File: src/rtl/idma_nd_midend_tracked_if.sv
// Types and handshake bundle for the ND midend.
// The package fixes the concrete request/response structs; the interface groups
// every frontend/backend handshake plus busy. The midend uses the slave modport,
// the surrounding frontend/backend (or a bench) uses the master modport.
package idma_nd_midend_tracked_pkg;
  localparam int unsigned NumDim    = 3;
  localparam int unsigned AddrWidth = 32;
  localparam int unsigned RepWidth  = 32;
  localparam int unsigned LenWidth  = 32;

  typedef logic [AddrWidth-1:0] addr_t;
  typedef logic [1:0]           err_type_t;

  localparam err_type_t BUS_READ  = 2'd0;
  localparam err_type_t BUS_WRITE = 2'd1;
  localparam err_type_t BACKEND   = 2'd2;
  localparam err_type_t ND_MIDEND = 2'd3;

  typedef struct packed {
    logic last;
  } opt_t;

  typedef struct packed {
    logic [LenWidth-1:0] length;
    addr_t               src_addr;
    addr_t               dst_addr;
    opt_t                opt;
  } idma_req_t;

  typedef struct packed {
    err_type_t err_type;
  } rsp_pld_t;

  typedef struct packed {
    logic     last;
    logic     error;
    rsp_pld_t pld;
  } idma_rsp_t;

  typedef struct packed {
    logic [RepWidth-1:0] reps;
    addr_t               src_strides;
    addr_t               dst_strides;
  } d_req_t;

  typedef struct packed {
    idma_req_t               burst_req;
    d_req_t [NumDim-2:0]     d_req;
  } idma_nd_req_t;
endpackage

interface idma_nd_midend_tracked_if;
  import idma_nd_midend_tracked_pkg::*;

  idma_nd_req_t nd_req_i;
  logic         nd_req_valid_i;
  logic         nd_req_ready_o;
  idma_rsp_t    nd_rsp_o;
  logic         nd_rsp_valid_o;
  logic         nd_rsp_ready_i;
  idma_req_t    burst_req_o;
  logic         burst_req_valid_o;
  logic         burst_req_ready_i;
  idma_rsp_t    burst_rsp_i;
  logic         burst_rsp_valid_i;
  logic         burst_rsp_ready_o;
  logic         busy_o;

  modport slave (
    input  nd_req_i, nd_req_valid_i, nd_rsp_ready_i,
    input  burst_req_ready_i, burst_rsp_i, burst_rsp_valid_i,
    output nd_req_ready_o, nd_rsp_o, nd_rsp_valid_o,
    output burst_req_o, burst_req_valid_o, burst_rsp_ready_o, busy_o
  );

  modport master (
    output nd_req_i, nd_req_valid_i, nd_rsp_ready_i,
    output burst_req_ready_i, burst_rsp_i, burst_rsp_valid_i,
    input  nd_req_ready_o, nd_rsp_o, nd_rsp_valid_o,
    input  burst_req_o, burst_req_valid_o, burst_rsp_ready_o, busy_o
  );
endinterface

File: src/rtl/idma_nd_midend_tracked.sv
// ND midend: registers one ND job, walks dimensions 2..NumDim issuing 1D bursts
// with a bounded number of outstanding bursts, and folds all backend responses
// into a single ND response.
// Optional: IDMA_ND_MIDEND_ABORT_ON_ERROR_EN stops issuing new bursts once an
// error response has been seen (a burst already presented still completes).
module idma_nd_midend_tracked
  import idma_nd_midend_tracked_pkg::*;
#(
  parameter int unsigned MaxOutstanding = 4
) (
  input logic                     clk_i,
  input logic                     rst_ni,
  idma_nd_midend_tracked_if.slave bus
);
  localparam int unsigned ND     = NumDim - 1;
  localparam logic [7:0]  MaxOut = 8'(MaxOutstanding);

  localparam logic [1:0] IDLE  = 2'd0;
  localparam logic [1:0] ISSUE = 2'd1;
  localparam logic [1:0] DRAIN = 2'd2;
  localparam logic [1:0] RESP  = 2'd3;

  logic [1:0]                   state_q, state_d;
  idma_nd_req_t                 job_q, job_d;
  logic [ND-1:0][RepWidth-1:0]  idx_q, idx_d;
  addr_t                        src_q, src_d, dst_q, dst_d;
  logic [7:0]                   out_q, out_d;
  logic                         err_q, err_d;
  idma_rsp_t                    err_rsp_q, err_rsp_d;
  logic                         zero_q, zero_d;
  logic                         pend_q, pend_d;

  logic [ND-1:0][RepWidth-1:0]  last_idx;
  logic [ND-1:0]                at_max, step, wrap;
  logic                         final_burst, abort, req_valid;
  logic                         burst_hs, rsp_hs, req_hs;
  addr_t                        src_inc, dst_inc;
  idma_req_t                    burst_req;
  idma_rsp_t                    nd_rsp;

`ifdef IDMA_ND_MIDEND_ABORT_ON_ERROR_EN
  assign abort = err_q;
`else
  assign abort = 1'b0;
`endif

  // Per-dimension final index: reps of 0 or 1 both mean a single iteration.
  genvar gi;
  for (gi = 0; gi < ND; gi++) begin : g_dim
    assign last_idx[gi] = (job_q.d_req[gi].reps > RepWidth'(1)) ?
                          job_q.d_req[gi].reps - RepWidth'(1) : '0;
    assign at_max[gi]   = (idx_q[gi] == last_idx[gi]);
  end

  // Ripple the increment: a dimension steps if all inner ones are at max and it is not.
  always_comb begin : p_carry
    logic c;
    c    = 1'b1;
    step = '0;
    wrap = '0;
    for (int d = 0; d < ND; d++) begin
      step[d] = c & ~at_max[d];
      wrap[d] = c & at_max[d];
      c       = c & at_max[d];
    end
    final_burst = c;
  end

  // Address advance uses the strides of the single dimension that stepped.
  always_comb begin
    src_inc = '0;
    dst_inc = '0;
    for (int d = 0; d < ND; d++) begin
      if (step[d]) begin
        src_inc = job_q.d_req[d].src_strides;
        dst_inc = job_q.d_req[d].dst_strides;
      end
    end
  end

  // While aborting, only a burst that was already presented may stay valid.
  assign req_valid = (state_q == ISSUE) && (abort ? pend_q : (out_q != MaxOut));
  assign burst_hs  = req_valid & bus.burst_req_ready_i;
  assign rsp_hs    = bus.burst_rsp_valid_i & bus.burst_rsp_ready_o;
  assign req_hs    = bus.nd_req_valid_i & bus.nd_req_ready_o;

  // Next-state logic for the job walker, outstanding counter and error tracking.
  always_comb begin
    state_d   = state_q;
    job_d     = job_q;
    idx_d     = idx_q;
    src_d     = src_q;
    dst_d     = dst_q;
    err_d     = err_q;
    err_rsp_d = err_rsp_q;
    zero_d    = zero_q;
    out_d     = out_q + {7'd0, burst_hs} - {7'd0, rsp_hs};
    pend_d    = req_valid & ~bus.burst_req_ready_i;
    if (rsp_hs && bus.burst_rsp_i.error && !err_q) begin
      err_d     = 1'b1;
      err_rsp_d = bus.burst_rsp_i;
    end
    case (state_q)
      IDLE: begin
        if (req_hs) begin
          job_d     = bus.nd_req_i;
          idx_d     = '0;
          out_d     = '0;
          err_d     = 1'b0;
          err_rsp_d = '0;
          pend_d    = 1'b0;
          src_d     = bus.nd_req_i.burst_req.src_addr;
          dst_d     = bus.nd_req_i.burst_req.dst_addr;
          zero_d    = 1'b1;
          for (int d = 0; d < ND; d++) begin
            if (bus.nd_req_i.d_req[d].reps != '0) zero_d = 1'b0;
          end
          state_d = zero_d ? RESP : ISSUE;
        end
      end
      ISSUE: begin
        if (burst_hs) begin
          for (int d = 0; d < ND; d++) begin
            if (step[d])      idx_d[d] = idx_q[d] + RepWidth'(1);
            else if (wrap[d]) idx_d[d] = '0;
          end
          src_d = src_q + src_inc;
          dst_d = dst_q + dst_inc;
        end
        if (burst_hs && final_burst)             state_d = DRAIN;
        else if (abort && (!pend_q || burst_hs)) state_d = DRAIN;
      end
      DRAIN: begin
        if (out_d == '0) state_d = RESP;
      end
      default: begin
        if (bus.nd_rsp_ready_i) state_d = IDLE;
      end
    endcase
  end

  // Output payloads are zero outside the states that present them.
  always_comb begin
    burst_req = '0;
    nd_rsp    = '0;
    if (state_q == ISSUE) begin
      burst_req          = job_q.burst_req;
      burst_req.src_addr = src_q;
      burst_req.dst_addr = dst_q;
      burst_req.opt.last = final_burst;
    end
    if (state_q == RESP) begin
      if (err_q) begin
        nd_rsp = err_rsp_q;
      end else if (zero_q) begin
        nd_rsp.error        = 1'b1;
        nd_rsp.pld.err_type = ND_MIDEND;
      end
      nd_rsp.last = 1'b1;
    end
  end

  assign bus.nd_req_ready_o    = (state_q == IDLE);
  assign bus.nd_rsp_valid_o    = (state_q == RESP);
  assign bus.nd_rsp_o          = nd_rsp;
  assign bus.burst_req_valid_o = req_valid;
  assign bus.burst_req_o       = burst_req;
  assign bus.burst_rsp_ready_o = (state_q == ISSUE) || (state_q == DRAIN);
  assign bus.busy_o            = (state_q != IDLE);

  // State registers; reset abandons any job in flight.
  always_ff @(posedge clk_i or negedge rst_ni) begin
    if (!rst_ni) begin
      state_q   <= IDLE;
      job_q     <= '0;
      idx_q     <= '0;
      src_q     <= '0;
      dst_q     <= '0;
      out_q     <= '0;
      err_q     <= 1'b0;
      err_rsp_q <= '0;
      zero_q    <= 1'b0;
      pend_q    <= 1'b0;
    end else begin
      state_q   <= state_d;
      job_q     <= job_d;
      idx_q     <= idx_d;
      src_q     <= src_d;
      dst_q     <= dst_d;
      out_q     <= out_d;
      err_q     <= err_d;
      err_rsp_q <= err_rsp_d;
      zero_q    <= zero_d;
      pend_q    <= pend_d;
    end
  end
endmodule

File: src/flat_wrapper.sv
// flat-port wrapper written by rule: the top's interface ports become plain ports
module idma_nd_midend_tracked_flat import idma_nd_midend_tracked_pkg::*;
#(
  parameter int unsigned MaxOutstanding = 4
)
  (clk_i, rst_ni, bus_nd_req_i, bus_nd_req_valid_i, bus_nd_rsp_ready_i, bus_burst_req_ready_i, bus_burst_rsp_i, bus_burst_rsp_valid_i, bus_nd_req_ready_o, bus_nd_rsp_o, bus_nd_rsp_valid_o, bus_burst_req_o, bus_burst_req_valid_o, bus_burst_rsp_ready_o, bus_busy_o);
  idma_nd_midend_tracked_if bus_i ();
  input logic clk_i;
  input logic rst_ni;
  input wire logic [$bits(bus_i.nd_req_i)-1:0] bus_nd_req_i;
  input wire logic [$bits(bus_i.nd_req_valid_i)-1:0] bus_nd_req_valid_i;
  input wire logic [$bits(bus_i.nd_rsp_ready_i)-1:0] bus_nd_rsp_ready_i;
  input wire logic [$bits(bus_i.burst_req_ready_i)-1:0] bus_burst_req_ready_i;
  input wire logic [$bits(bus_i.burst_rsp_i)-1:0] bus_burst_rsp_i;
  input wire logic [$bits(bus_i.burst_rsp_valid_i)-1:0] bus_burst_rsp_valid_i;
  output wire logic [$bits(bus_i.nd_req_ready_o)-1:0] bus_nd_req_ready_o;
  output wire logic [$bits(bus_i.nd_rsp_o)-1:0] bus_nd_rsp_o;
  output wire logic [$bits(bus_i.nd_rsp_valid_o)-1:0] bus_nd_rsp_valid_o;
  output wire logic [$bits(bus_i.burst_req_o)-1:0] bus_burst_req_o;
  output wire logic [$bits(bus_i.burst_req_valid_o)-1:0] bus_burst_req_valid_o;
  output wire logic [$bits(bus_i.burst_rsp_ready_o)-1:0] bus_burst_rsp_ready_o;
  output wire logic [$bits(bus_i.busy_o)-1:0] bus_busy_o;
  assign bus_i.nd_req_i = bus_nd_req_i;
  assign bus_i.nd_req_valid_i = bus_nd_req_valid_i;
  assign bus_i.nd_rsp_ready_i = bus_nd_rsp_ready_i;
  assign bus_i.burst_req_ready_i = bus_burst_req_ready_i;
  assign bus_i.burst_rsp_i = bus_burst_rsp_i;
  assign bus_i.burst_rsp_valid_i = bus_burst_rsp_valid_i;
  assign bus_nd_req_ready_o = bus_i.nd_req_ready_o;
  assign bus_nd_rsp_o = bus_i.nd_rsp_o;
  assign bus_nd_rsp_valid_o = bus_i.nd_rsp_valid_o;
  assign bus_burst_req_o = bus_i.burst_req_o;
  assign bus_burst_req_valid_o = bus_i.burst_req_valid_o;
  assign bus_burst_rsp_ready_o = bus_i.burst_rsp_ready_o;
  assign bus_busy_o = bus_i.busy_o;
  idma_nd_midend_tracked #(.MaxOutstanding(MaxOutstanding)) u_core (.clk_i(clk_i), .rst_ni(rst_ni), .bus(bus_i));
endmodule
File: config.mk
export PLATFORM = sky130hd
export DESIGN_NAME = idma_nd_midend_tracked_flat
export DESIGN_NICKNAME = d
export VERILOG_FILES = /design/src/rtl/idma_nd_midend_tracked_if.sv /design/src/rtl/idma_nd_midend_tracked.sv /design/src/flat_wrapper.sv
export SDC_FILE = /design/constraint.sdc
export NUM_CORES = 1
export LEC_CHECK = 0
export CAP_MARGIN = 40
export CORE_UTILIZATION = 50
export CTS_BUF_LIST = sky130_fd_sc_hd__clkbuf_8
export DETAILED_ROUTE_END_ITERATION = 12
export GPL_ROUTABILITY_DRIVEN = 0
export GPL_TIMING_DRIVEN = 0
export PLACE_DENSITY = 0.76
export SLEW_MARGIN = 10
export SYNTH_ARGS = -nofsm -noshare
export SYNTH_HDL_FRONTEND = slang
export SYNTH_SLANG_ARGS = --single-unit
File: constraint.sdc
create_clock -name clk_i -period 19.5 [get_ports clk_i]
set_input_delay 3.9 -clock clk_i [delete_from_list [all_inputs] [get_ports clk_i]]
set_output_delay 3.9 -clock clk_i [all_outputs]
set_load 0.02 [all_outputs]
# After elaboration in Yosys (flattened, before gate mapping)
# Index checks and enable logic that the tools add are counted.
dict set report word_totals {
  inputBits 299
  output_inout_bits 106
  regBits 368
}
dict set report classes {
  n_eq_ne 11
  reduce_logical 17
  n_mux 40
  order_cmp 2
  bitwise_logic 6
  addsub 8
}
# op count
set ops {}
lappend ops {{$mux W32} 13}
lappend ops {{$mux W64} 2}
lappend ops {{$pmux W32 S2} 2}
lappend ops {{$pmux W64 S2} 1}
lappend ops {{$mux W97} 1}
lappend ops {{$add A32 B1 Y32 const B} 2}
lappend ops {{$add A32 B32 Y32} 2}
lappend ops {{$eq A32 B32 Y1} 2}
lappend ops {{$gt A32 B1 Y1 const B} 2}
lappend ops {{$reduce_bool A32 Y1} 2}
lappend ops {{$sub A32 B1 Y32 const B} 2}
lappend ops {{$mux W4} 4}
lappend ops {{$mux W8} 2}
lappend ops {{$mux W2} 5}
lappend ops {{$add A8 B1 Y8} 1}
lappend ops {{$logic_not A8 Y1} 1}
lappend ops {{$ne A8 B3 Y1 const B} 1}
lappend ops {{$reduce_and A4 Y1} 2}
lappend ops {{$sub A8 B1 Y8} 1}
lappend ops {{$mux W1} 7}
lappend ops {{$mux W3} 2}
lappend ops {{$pmux W2 S3} 1}
lappend ops {{$and A1 B1 Y1} 5}
lappend ops {{$eq A2 B2 Y1 const B} 2}
lappend ops {{other kinds (13)} 19}

# Logic depth before layout (Yosys ltp)
# Gate-level depths: netlist of run 1.
dict set report logic_depth {
  depth_word 9
  depth_mapped 29
  mapped_depth_nobuf 27
}

# Worst setup path after synthesis of run 1
# Ideal clock, no wire load.
dict set report synth_timing {
  path_kind {register to output}
  startpoint {reg u_core.job_q[160] in the netlist's numbering}
  endpoint {out bus_burst_req_o[0]}
  required_ns 15.600
  setup_slack_ns 12.092
  arrival_time_ns 3.508
  path_stages_with_launch 13
  cell_sequence {dfrtp_1 > inv_1 > ha_1 > nor3b_1 > nand4_1 > clkbuf_1 > or3_1 > and2_1 > a221o_1 > a2111oi_0 > nand4_1 > nor4_1 > and3_1}
}
dict set report synth_between {
  elab_chain_cells 5
}
# item line
set synth_rtl {}
lappend synth_rtl {{start, declared} idma_nd_midend_tracked.sv:24} ;# idma_nd_req_t job_q, job_d;
lappend synth_rtl {{start signal, assigned} idma_nd_midend_tracked.sv:186} ;# job_q <= job_d;
lappend synth_rtl {{$sub A32 B1 Y32 or $gt A32 B1 Y1 (tied branches)} {idma_nd_midend_tracked.sv:51, idma_nd_midend_tracked.sv:50}}
lappend synth_rtl {{$mux W32 *} idma_nd_midend_tracked.sv:50} ;# assign last_idx[gi] = (job_q.d_req[gi].reps > RepWidth'(1)) ?
lappend synth_rtl {{$eq A32 B32 Y1 *} idma_nd_midend_tracked.sv:52} ;# assign at_max[gi] = (idx_q[gi] == last_idx[gi]);
lappend synth_rtl {{$and A1 B1 Y1 *} idma_nd_midend_tracked.sv:64} ;# c = c & at_max[d];
lappend synth_rtl {{$mux W97 *} idma_nd_midend_tracked.sv:146} ;# if (state_q == ISSUE) begin
lappend synth_rtl {{end, declared} flat_wrapper.sv:19} ;# output wire logic [$bits(bus_i.burst_req_o)-1:0] bus_burst_req_o;
# Mark *: on every way between the ends. The rest lies on a longest branch, timed or not.

# Worst setup path after layout of run 1
dict set report layout_timing {
  startpoint {reg u_core.job_q[173] in the netlist's numbering}
  endpoint {out bus_burst_req_o[0]}
}
# Same word-level chain as after synthesis.

==> results.cfg, run 1 <==
[run_status]
run_status = complete, no violations

[floorplan]
io_pins = 405
coreArea_mm2 = 0.0456
dieArea_mm2 = 0.0473
start_util_pct = 50.9
die_y_um = 217
std_cell_rows = 78
die_x_um = 217

[critical_path]
max_stage_delay_ns = 0.67
startpoint_type = flop
critical_path_class = reg -> out
rrSetupSlack_ns = 10.15
worstSetupEndpointType = primary output
critPathMaxFanout = 10
critPathSlowestCell = nor4_1
path_delay_family = simple AND/OR/NAND/NOR gates
crit_chain = clkbuf_1 -> nor3_1 -> nand4_1 -> nor4_1 -> clkbuf_1 -> a31oi_1 -> o32a_1 -> a2111oi_0 -> nand4_1 -> nor4_1 -> buf_2 -> and3_1 -> clkdlybuf4s50_1
worstPathArrival_ns = 6.03
r2r-start = u_core.job_q[69]
crit_cells = 13
r2r-end = u_core.src_q[31]
crit_path_end = bus_burst_req_o[0]
critPathRequiredTime_ns = 15.60
rr_worst_depth = 27
startpoint = u_core.job_q[173]
path_buf_inv = 4

[job]
drv_cap = 0

[placement]
dpl.hpwl_um = 64300
portBuffers = 402
pre_cts_slack_ns = 10.29

[global_route]
grt-busiest-layer = met2
grt_usage_pct = 35.0
met3_usage_pct = 8.06
met2_usage_pct = 58.2
gr-total-overflow = 0
antenna_found_initial = 15
grt_pass1_vias = 23591
grt_max_degree = 107
grt_first_pass_wirelength_um = 128000
grt_use_met1_pct = 41.8

[cts]
numCtsBuffers = 60
htreeDepth = 2
cts_resized = 0
cts_tree = built
cts.sinks = 367
clk_pin_slew_ns = 0.06
root_buffer = clkbuf_8
post-cts-setup-buffers = 0
clk_latency_ns = 0.68
ctsHoldBuffers = 0
cts_buffer_depth = 3

[synth]
ys_ff_latch = 367
syn_avg_cell_area_um2 = 8.20
async_flop_share_pct = 100
synth.net_count = 3213
ys_top_cells_by_area = dfrtp_1 40%, nand2_1 13%, ha_1 4.4%
syn_area_mm2 = 0.0232
yosys.area.top_type = dfrtp_1
synth_edf_count = 0
synthCells = 2829
ys_types = 90
synth_warnings = 0
seq_area_frac_synth_pct = 39.6
ys.flop_type = dfrtp_1
yosys.area.top_type_share_pct = 39.6

[sta]
finalCriticalPeriod_ns = 9.93
rsz0062_at_grt = no
skew_ns = 0.0192
max_freq_mhz = 101
final_hold_viol_count = 0
worst_pin_slew_ns = 0.942
timing.final.crit_share_pct = 50.9
relSlewSlack_pct = 37.2
setup_ws_ns = 9.57
setup_violations = 0
hold_slack_ns = 0.474
drv_slew = 0

[detailed_routing]
drtIter0Drc = 2107
wl_per_cell_um = 21.1
dr.pass1.iters = 9
vias_per_cell = 5.94
routed_wirelength_um = 83700
ant_nets = 0
vias = 23516
drc = 0

[cells_and_area]
fin_util_pct = 64.5
n_fill_cell = 3862
area_growth_pct = 26.7
drive_gt1_share_pct = 4.77
finalNetCount = 3693

[power_and_ir_drop]
powerDensity_mw_per_mm2 = 162
p_leak_nw = 13.2
vdd_drop_max_mv = 0.0775

[min_path]
hold_class = reg -> reg
==> logic make-up after synthesis <==
kind of cell / Yosys count / share of synthesized area, %
buffers and inverters: 217 / 3.74
muxes: 42 / 1.84
AOI/OAI and AO/OA: 533 / 15.4
adders and majority gates: 85 / 4.68
xor gates and xnor gates: 156 / 6.26
DFF: 367 / 39.6
and+or+nand+nor: 1429 / 28.5
==> routing by layer <==
metal	wire [µm]	up-vias
met5	146	-
met2	39200	1134
met1	32300	11302
met3	7330	294
li1	-	10766
met4	4680	20
==> cell usage in the layout, fill, tap and decap left out, types with 48 or more instances in the layout <==
master	netlist	layout
clkbuf_8	0	76
nor2_1	166	166
nand3_1	54	54
a22o_1	64	64
a21oi_1	98	98
o21ai_0	126	126
xnor2_1	85	85
nor4_1	49	48
clkbuf_1	130	130
and2_1	111	111
clkdlybuf4s50_1	0	401
nor3_1	56	56
xor2_1	65	65
inv_1	57	82
dfrtp_1	367	367
ha_1	82	82
nand2_1	783	783
==> worst min path at each step <==
stage,slack [ns],end,depth (start not counted),start
2_1_floorplan,0.44,u_core.job_q[257],2,u_core.job_q[257]
3_3_place_gp,0.45,u_core.job_q[270],2,u_core.job_q[270]
3_5_place_dp,0.46,u_core.job_q[285],2,u_core.job_q[285]
4_1_cts,0.47,u_core.job_q[285],2,u_core.job_q[285]
5_1_grt,0.50,u_core.job_q[123],2,u_core.job_q[123]
6_report,0.47,u_core.job_q[259],2,u_core.job_q[259]
==> registers in the layout (all words and copies together), names as in the netlist <==
signal,cells
u_core.err_q,1
u_core.err_rsp_q,3
u_core.job_q,224
u_core.src_q,32
u_core.state_q,2
u_core.out_q,8
u_core.zero_q,1
u_core.dst_q,32
u_core.idx_q,64
==> worst register-to-register path: stages (launching register included) <==
cell	delay (ns)
dfrtp_1	0.35
buf_2	0.18
nor3_1	0.51
o2111ai_1	0.41
nor3_1	0.56
buf_2	0.33
mux2i_1	0.22
o31ai_1	0.08
or3b_2	0.48
or4_1	0.43
nor4_2	0.14
nand2_1	0.55
a31oi_4	0.77
clkbuf_1	0.65
a22o_1	0.26
ha_1	0.30
o211ai_1	0.23
o211ai_1	0.15
a41oi_1	0.43
o31ai_1	0.13
a21oi_1	0.34
o31ai_1	0.21
a31o_2	0.31
o41a_1	0.34
a311oi_1	0.39
xnor2_1	0.18
mux2i_1	0.21
a21oi_1	0.08
==> layout make-up <==
type	count	area (µm²)	share of cell area, %
Tap cell	600	751	2.55
Multi-Input combinational cell	2245	13200	44.8
Buffer	160	653	2.22
Sequential cell	367	9180	31.2
Timing Repair Buffer	418	4250	14.4
Clock buffer	76	1050	3.56
Clock inverter	32	135	0.460
Antenna cell	4	10.0	0.0340
Inverter	57	214	0.728
==> stage by stage <==
step | setup TNS, ns | cells | power (mW) | area [µm²]
after floorplan | 0 | 2829 | 3.13 | 23200
after global placement | -534.84 | 3831 | 3.93 | 28000
after detailed placement | 0 | 3846 | 4.05 | 28200
after CTS | 0 | 3954 | 4.74 | 29400
after global routing | 0 | 3957 | 5.11 | 29400
final | 0 | 3959 | 4.78 | 29400
==> cell usage after synthesis, types with 6 or more instances <==
master     count
o31ai_1       18
nand2b_1      27
a211oi_1      13
nor2b_1       13
inv_1         57
and4_1         6
mux2i_1       37
nor4_1        49
a221oi_1      11
nand2_1      783
o21a_1         6
nor3_1        56
or3_1         26
or4_1         19
xor2_1        65
a22o_1        64
and3_1        30
o22a_1         6
o2111ai_1      7
or2_2         11
ha_1          82
a2111oi_0      7
clkbuf_1     130
o21ai_1       30
o21ai_0      126
nor2_1       166
o22ai_1       19
a21o_1        26
a21oi_1       98
nand3_1       54
and2_1       111
buf_1         15
a21boi_0      12
a31oi_1       12
xnor2_1       85
nand4_1       34
dfrtp_1      367
o211ai_1       7
buf_2          8
nand3b_1       7
o21bai_1      13
==> report_power, final <==
group	switching (mW)	internal [mW]
clock network	0.327	0.347
registers	0.263	1.07
logic	1.63	1.13
No activity file was read; power rests on OpenSTA's default activity.
==> run 2: changes to the inputs <==
clock period = 10 ns   (was 19.5 ns; I/O delays follow)
==> results of run 2 <==
Same layout as run 1 (identical final DEF). Status: complete, no violations.
Main changes from that run: setup slack after placement 10.29 ns -> 0.791 ns; setup slack after layout 9.57 ns -> 0.645 ns; start point of the critical path u_core.job_q[173] -> u_core.job_q[69]; end point of the critical path bus_burst_req_o[0] -> u_core.src_q[31]; register-to-register setup slack 10.15 ns -> 0.65 ns; total power 4.78 mW -> 9.32 mW; worst IR drop on VDD 0.0775 mV -> 0.151 mV
